===== src/rtl/ofmap_serializer_pkg.sv =====
// ---------------------------------------------------------------------------
// ofmap_serializer_pkg
//   Shared conv-datapath definitions used by the ofmap serializer.
//   - ofmap_ser_state_t : serializer FSM states (IDLE, RUN, DONE)
//   - DEF_OFMAP_WIDTH   : default width of one ofmap result word
//   - DEF_ARRAY_WIDTH   : default words per drained line (OC0)
// ---------------------------------------------------------------------------
package ofmap_serializer_pkg;

  localparam int DEF_OFMAP_WIDTH = 32;
  localparam int DEF_ARRAY_WIDTH = 4;

  typedef enum logic [1:0] {
    IDLE = 2'd0,
    RUN  = 2'd1,
    DONE = 2'd2
  } ofmap_ser_state_t;

endpackage


===== src/rtl/ofmap_serializer_line_fifo.sv =====
// ---------------------------------------------------------------------------
// line_fifo
//   Generic synchronous FIFO with first-word-fall-through head data.
//   DEPTH must be a power of two and at least 2.
//   Ports:
//     clk, rst      clock, synchronous active-high reset (empties the FIFO)
//     push/push_dat write push_dat when push && !full
//     pop           drop the head entry when pop && !empty
//     full, empty   occupancy flags
//     head_dat      current head entry, straight from storage
// ---------------------------------------------------------------------------
module line_fifo #(
  parameter int WIDTH = 128,
  parameter int DEPTH = 2
) (
  input  logic             clk,
  input  logic             rst,
  input  logic             push,
  input  logic [WIDTH-1:0] push_dat,
  input  logic             pop,
  output logic             full,
  output logic             empty,
  output logic [WIDTH-1:0] head_dat
);

  localparam int AW = $clog2(DEPTH);

  logic [WIDTH-1:0] mem [DEPTH];
  // Pointers carry one extra wrap bit so full and empty are distinguishable.
  logic [AW:0]      wr_ptr_q;
  logic [AW:0]      rd_ptr_q;
  logic             do_push;
  logic             do_pop;

  assign do_push = push && !full;
  assign do_pop  = pop && !empty;

  always_ff @(posedge clk) begin
    if (rst) begin
      wr_ptr_q <= '0;
      rd_ptr_q <= '0;
    end else begin
      if (do_push) wr_ptr_q <= wr_ptr_q + 1'b1;
      if (do_pop)  rd_ptr_q <= rd_ptr_q + 1'b1;
    end
  end

  // Storage needs no reset: empty masks stale contents.
  always_ff @(posedge clk) begin
    if (do_push) mem[wr_ptr_q[AW-1:0]] <= push_dat;
  end

  assign empty    = (wr_ptr_q == rd_ptr_q);
  assign full     = (wr_ptr_q[AW] != rd_ptr_q[AW]) &&
                    (wr_ptr_q[AW-1:0] == rd_ptr_q[AW-1:0]);
  assign head_dat = mem[rd_ptr_q[AW-1:0]];

endmodule


===== src/rtl/ofmap_serializer.sv =====
// ---------------------------------------------------------------------------
// ofmap_serializer
//   Buffers wide ofmap lines (ARRAY_WIDTH words of OFMAP_WIDTH) from the
//   systolic-array drain and emits them word 0 first on a narrow stream.
//   Counts lines per layer and pulses layer_done when the layer has drained.
//
//   Handshakes: a transfer happens on a rising clk edge where vld && rdy.
//   A source holds dat/vld stable until the transfer; rdy outputs of this
//   block depend only on registered state, never on the partner's vld.
//
//   Ports:
//     clk, rst                  clock, synchronous active-high reset
//     cfg_num_lines/vld/rdy     layer length load (accepted only in IDLE)
//     line_dat/vld/rdy          wide line input
//     ofmap_dat/vld/rdy         word output stream
//     busy                      high while a layer is in progress
//     layer_done                one-cycle pulse after the last word
//     dbg_state                 current FSM state
//
//   Build option: define OFMAP_RELU_EN to clamp negative output words to 0
//   on the output mux (FIFO contents stay raw).
// ---------------------------------------------------------------------------
module ofmap_serializer
  import ofmap_serializer_pkg::*;
#(
  parameter int OFMAP_WIDTH    = DEF_OFMAP_WIDTH,
  parameter int ARRAY_WIDTH    = DEF_ARRAY_WIDTH,
  parameter int FIFO_DEPTH     = 2,
  parameter int LINE_CNT_WIDTH = 32
) (
  input  logic                               clk,
  input  logic                               rst,
  input  logic [LINE_CNT_WIDTH-1:0]          cfg_num_lines,
  input  logic                               cfg_vld,
  output logic                               cfg_rdy,
  input  logic [OFMAP_WIDTH*ARRAY_WIDTH-1:0] line_dat,
  input  logic                               line_vld,
  output logic                               line_rdy,
  output logic [OFMAP_WIDTH-1:0]             ofmap_dat,
  output logic                               ofmap_vld,
  input  logic                               ofmap_rdy,
  output logic                               busy,
  output logic                               layer_done,
  output ofmap_ser_state_t                   dbg_state
);

  localparam int LINE_W = OFMAP_WIDTH * ARRAY_WIDTH;
  localparam int SEL_W  = (ARRAY_WIDTH > 1) ? $clog2(ARRAY_WIDTH) : 1;
  localparam logic [SEL_W-1:0] SEL_LAST = SEL_W'(ARRAY_WIDTH - 1);

  ofmap_ser_state_t          state_q;
  ofmap_ser_state_t          state_d;
  logic [LINE_CNT_WIDTH-1:0] num_lines_q;
  logic [LINE_CNT_WIDTH-1:0] push_cnt_q;
  logic [LINE_CNT_WIDTH-1:0] pop_cnt_q;
  logic [SEL_W-1:0]          sel_q;

  logic                      fifo_full;
  logic                      fifo_empty;
  logic [LINE_W-1:0]         head_dat;
  logic [OFMAP_WIDTH-1:0]    head_word;

  logic cfg_accept;
  logic line_push;
  logic word_hs;
  logic line_pop;
  logic last_line;

  assign cfg_accept = (state_q == IDLE) && cfg_vld && (cfg_num_lines != '0);
  assign line_push  = line_vld && line_rdy;
  assign word_hs    = ofmap_vld && ofmap_rdy;
  assign line_pop   = word_hs && (sel_q == SEL_LAST);
  assign last_line  = (pop_cnt_q == num_lines_q - LINE_CNT_WIDTH'(1));

  // ---------------- FSM ----------------
  always_ff @(posedge clk) begin
    if (rst) state_q <= IDLE;
    else     state_q <= state_d;
  end

  always_comb begin
    state_d = state_q;
    case (state_q)
      IDLE: if (cfg_accept) state_d = RUN;
      RUN:  if (line_pop && last_line) state_d = DONE;
      DONE: state_d = IDLE;
      default: state_d = IDLE;
    endcase
  end

  assign cfg_rdy    = (state_q == IDLE);
  assign busy       = (state_q == RUN);
  assign layer_done = (state_q == DONE);
  assign dbg_state  = state_q;

  // Full FIFO blocks pushes even if a pop is happening this cycle: no bypass,
  // and line_rdy stays independent of ofmap_rdy.
  assign line_rdy = (state_q == RUN) && !fifo_full && (push_cnt_q != num_lines_q);

  // ---------------- counters ----------------
  always_ff @(posedge clk) begin
    if (rst) begin
      num_lines_q <= '0;
      push_cnt_q  <= '0;
      pop_cnt_q   <= '0;
      sel_q       <= '0;
    end else if (cfg_accept) begin
      num_lines_q <= cfg_num_lines;
      push_cnt_q  <= '0;
      pop_cnt_q   <= '0;
      sel_q       <= '0;
    end else begin
      if (line_push) push_cnt_q <= push_cnt_q + LINE_CNT_WIDTH'(1);
      if (word_hs)   sel_q      <= (sel_q == SEL_LAST) ? '0 : sel_q + SEL_W'(1);
      if (line_pop)  pop_cnt_q  <= pop_cnt_q + LINE_CNT_WIDTH'(1);
    end
  end

  // ---------------- line buffer ----------------
  line_fifo #(
    .WIDTH (LINE_W),
    .DEPTH (FIFO_DEPTH)
  ) u_line_fifo (
    .clk      (clk),
    .rst      (rst),
    .push     (line_push),
    .push_dat (line_dat),
    .pop      (line_pop),
    .full     (fifo_full),
    .empty    (fifo_empty),
    .head_dat (head_dat)
  );

  // ---------------- output word mux ----------------
  always_comb begin
    head_word = '0;
    for (int k = 0; k < ARRAY_WIDTH; k++) begin
      if (sel_q == SEL_W'(k)) head_word = head_dat[k*OFMAP_WIDTH +: OFMAP_WIDTH];
    end
  end

  assign ofmap_vld = !fifo_empty;

  // Forced to 0 while empty so stale storage never shows on the port.
`ifdef OFMAP_RELU_EN
  assign ofmap_dat = (fifo_empty || head_word[OFMAP_WIDTH-1]) ? '0 : head_word;
`else
  assign ofmap_dat = fifo_empty ? '0 : head_word;
`endif

endmodule


===== config.mk =====
export PLATFORM = sky130hd
export DESIGN_NAME = ofmap_serializer
export DESIGN_NICKNAME = d
export VERILOG_FILES = /design/src/rtl/ofmap_serializer_pkg.sv /design/src/rtl/ofmap_serializer_line_fifo.sv /design/src/rtl/ofmap_serializer.sv
export SDC_FILE = /design/constraint.sdc
export NUM_CORES = 1
export LEC_CHECK = 0
export CAP_MARGIN = 30
export CORE_MARGIN = 5
export CORE_UTILIZATION = 43
export DETAILED_ROUTE_END_ITERATION = 12
export GPL_TIMING_DRIVEN = 0
export PLACE_DENSITY = 0.76
export SYNTH_ARGS = -nofsm -noshare
export SYNTH_HDL_FRONTEND = slang
export SYNTH_SLANG_ARGS = --single-unit
export TNS_END_PERCENT = 1

===== constraint.sdc =====
create_clock -name clk -period 8.45 [get_ports clk]
set_clock_uncertainty 0.1 [all_clocks]
set_input_delay 0.845 -clock clk [delete_from_list [all_inputs] [get_ports clk]]
set_output_delay 0.845 -clock clk [all_outputs]
set_load 0.005 [all_outputs]

==> results by group <==
Cells and area
  – Commonest non-fill, non-tap cell in the layout: edfxtp_1
  – Fin util: 54.6%
  – Highest-count cells in the layout ignoring fill and taps: edfxtp_1 (256), clkdlybuf4s50_1 (203), nor2_1 (187)
  – Share of layout cells above drive strength 1: 7.19%
  – Storage element area: 0.00979 sq mm
  – FILL cells: 3013
  – Fin area: 0.0200 sq mm
  – Multi-input gate area: 0.00587 sq mm
  – Final #Nets: 1714
  – Synth-to-layout area growth: 25.1%
  – Layout Cells excl Fill: 2042

Global routing
  – Largest net degree at the start of global routing: 67
  – Vias in the first global route: 11300
  – Total GRT Usage: 18.9%
  – First-pass GRT wire length: 62000 um
  – Antenna violations before repair: 4
  – Total global routing overflow: 0

Drt
  – Routed WL: 40200 um
  – DRC viols: 0
  – Final ANT Viol Nets: 0
  – Vias: 11100
  – Starting DRT DRC Count: 760
  – DR pass1 iterations: 5
  – Vias/cell: 5.44
  – Routed len/inst: 19.7 um

Yosys
  – Syn. warnings: 0
  – Unique masters post-synth: 55
  – Number of synthesized flops with an enable pin: 256
  – Register area share after synthesis: 61.2%
  – Syn Nets: 1464
  – Cells after Synth: 1292
  – Post-synth ARST share: 0%
  – Avg Cell Area, Syn: 12.4 sq um
  – FF+latch count, synth: 361
  – Ys flop type: edfxtp_1
  – Synthesized area: 0.0160 sq mm

Critical path
  – Worst path most repeated cell: buf_1
  – CP max FO: 10
  – R2R Path End: u_line_fifo.mem[0][124]
  – Slowest cell on crit path: buf_1
  – CP Cell Sequence: clkbuf_1, buf_1, buf_1, mux2i_1, a21oi_1, nor2_1, a211oi_1, clkdlybuf4s50_1
  – CP delay by family, top: buffers and inverters
  – Critical path's largest stage delay: 0.73 ns
  – Critical Path AT: 4.00 ns
  – Cell count of the worst reg-to-reg path: 9
  – Worst Path Buf+Inv: 4
  – Setup crit end kind: primary output
  – Critical Path Start Type: flip-flop
  – R2r setup slk: 5.24 ns
  – Critical path depth: 8
  – Worst R2R Start: num_lines_q[7]
  – Worst Path Required: 7.51 ns
  – Critical setup path kind: reg2out

STA
  – Period minus WS final: 4.95 ns
  – Slew Limit Fails: 0
  – Setup TNS: 0 ns
  – Worst-margin pin slew: 0.890 ns
  – Worst slew margin: 40.7%
  – Final period utilization: 58.5%
  – Final count of negative-setup-slack endpoints: 0
  – Hold Violations, Final: 0
  – Fmax: 202 MHz
  – Worst hold margin: 0.417 ns
  – RSZ-0062 raised after global routing: no

Min path
  – WHS Path Cells: 2
  – HP Start: push_cnt_q[12]
  – Hold Path End: push_cnt_q[12]
  – Path category of the worst min-delay check: reg2reg

Placement
  – Final Wtd Congestion: 0.879
  – Post-DP Area: 0.0188 sq mm
  – Placed Cells: 1970
  – PortBufs: 203
  – HPWL Detailed: 28500 um

Die
  – Rows: 70
  – Core area: 0.0367 sq mm
  – Die Width: 203 um
  – DIE HEIGHT: 203 um
  – Initial Utilization: 43.6%
  – Die area: 0.0412 sq mm
  – IO Count: 204

Clock network
  – Inserted Clock Buffers: 38
  – Buffer count from post-CTS setup fixing: 0
  – Hold-fix buffers, CTS: 0
  – CTS H-tree lvls: 2
  – Root buf cell: clkbuf_16
  – CTS tree: done
  – PostCTS Resize Cnt: 0
  – Worst skew pair latency: 0.56 ns
  – CTS Sinks: 361
  – CTS Buffer Depth: 3
  – CTS clk-pin slew, worst paths: 0.06 ns

Power and ir drop
  – Worst VDD drop: 172 uV
  – Clock Power Share: 40.2%
  – NetSw: 939 uW
  – Sw frac: 23.3%
  – Gate power share: 10.5%
  – Pwr dens: 201 mW/mm^2
  – Seq pwr share: 49.3%
  – Internal power: 3090 uW
  – Pleak: 0.00650 uW

Run status
  – Run status: finished clean

Job
  – Max-cap violations: 0
## state kept, by name, indices dropped and copies added (netlist names), named ones only
| signal | count |
|---|---|
| push_cnt_q | 32 |
| sel_q | 2 |
| dbg_state | 2 |
| u_line_fifo.rd_ptr_q | 2 |
| pop_cnt_q | 32 |
| u_line_fifo.wr_ptr_q | 2 |
| u_line_fifo.mem | 256 |
| num_lines_q | 32 |
## power by group through the flow
stage,logic [uW],registers (uW),clock network [uW]
floorplan,220,2020,0
global placement,400,2040,0
detailed placement,420,2020,0
CTS,423,1980,1650
global route,457,1990,1730
finish,423,1980,1620
## how the worst max path moves through the flow
stage	startpoint	endpoint	slack [ns]
final	flip-flop	ofmap_dat[8]	3.50
after global routing	flip-flop	ofmap_dat[23]	3.24
after CTS	flip-flop	ofmap_dat[8]	3.47
after detailed placement	flip-flop	ofmap_dat[25]	4.08
after global placement	line_vld	u_line_fifo.mem[0][121]	-3.09
after floorplan	num_lines_q[7]	u_line_fifo.mem[0][0]	0.76
## through the flow
stage	setup WS (ns)	total power (uW)
floorplan	0.756	2240
global placement	-3.09	2440
detailed placement	4.08	2440
CTS	3.47	4050
global route	3.24	4170
finish	3.50	4030
## worst reg2reg max path, delay by kind of cell (launching register included)
kind / cells / cell delay, ns
AO/OA/AOI/OAI: 1 / 0.30
XOR/XNOR: 1 / 0.16
buffers and inverters: 4 / 1.20
flip-flops: 1 / 0.39
AND/OR/NAND/NOR: 3 / 0.74
## kinds of logic after synthesis
kind of cell	synth area share (%)
buf+inv	2.19
simple gates	12.4
xor+xnor	7.17
flops	61.2
fa+ha+maj	0.547
mux	10.6
compound gates	5.89
## layout make-up
class,instances,share of cell area (%)
multi-input combinational,842,29.3
tap,468,2.92
antenna,3,0.0375
timing repair buffer,210,11.0
buffer,76,1.51
inverter,13,0.244
sequential,361,48.9
clock buffer,46,5.05
clock inverter,23,1.04
## Yosys cell counts, types with 10 or more instances
master    count  area share [%]
a211oi_1     65             3.0
a21oi_1      51             1.6
and3_1       12            0.47
buf_1        14            0.33
clkbuf_1     56             1.3
dfxtp_1     105              13
edfxtp_1    256              48
inv_1        13            0.30
mux2_2       33             2.3
mux2i_1     133             8.3
nand2_1      37            0.87
nand3_1      27            0.84
nand4_1      33             1.3
nor2_1      187             4.4
nor3_1       17            0.53
nor4_1       18            0.70
o21ai_0      10            0.31
or3_1        10            0.39
xnor2_1      85             4.7
xor2_1       46             2.5
## metal layers
layer	vias up	wire length, um	part of all wire [%]	GRT usage (%)
met1	5383	16700	41	24.6
met5	-	47	0.12	0
met3	72	2830	7.0	3.99
li1	5264	-	-	-
met2	375	19700	49	32.0
met4	6	947	2.4	5.46
Power figures use the tool's default switching activity.
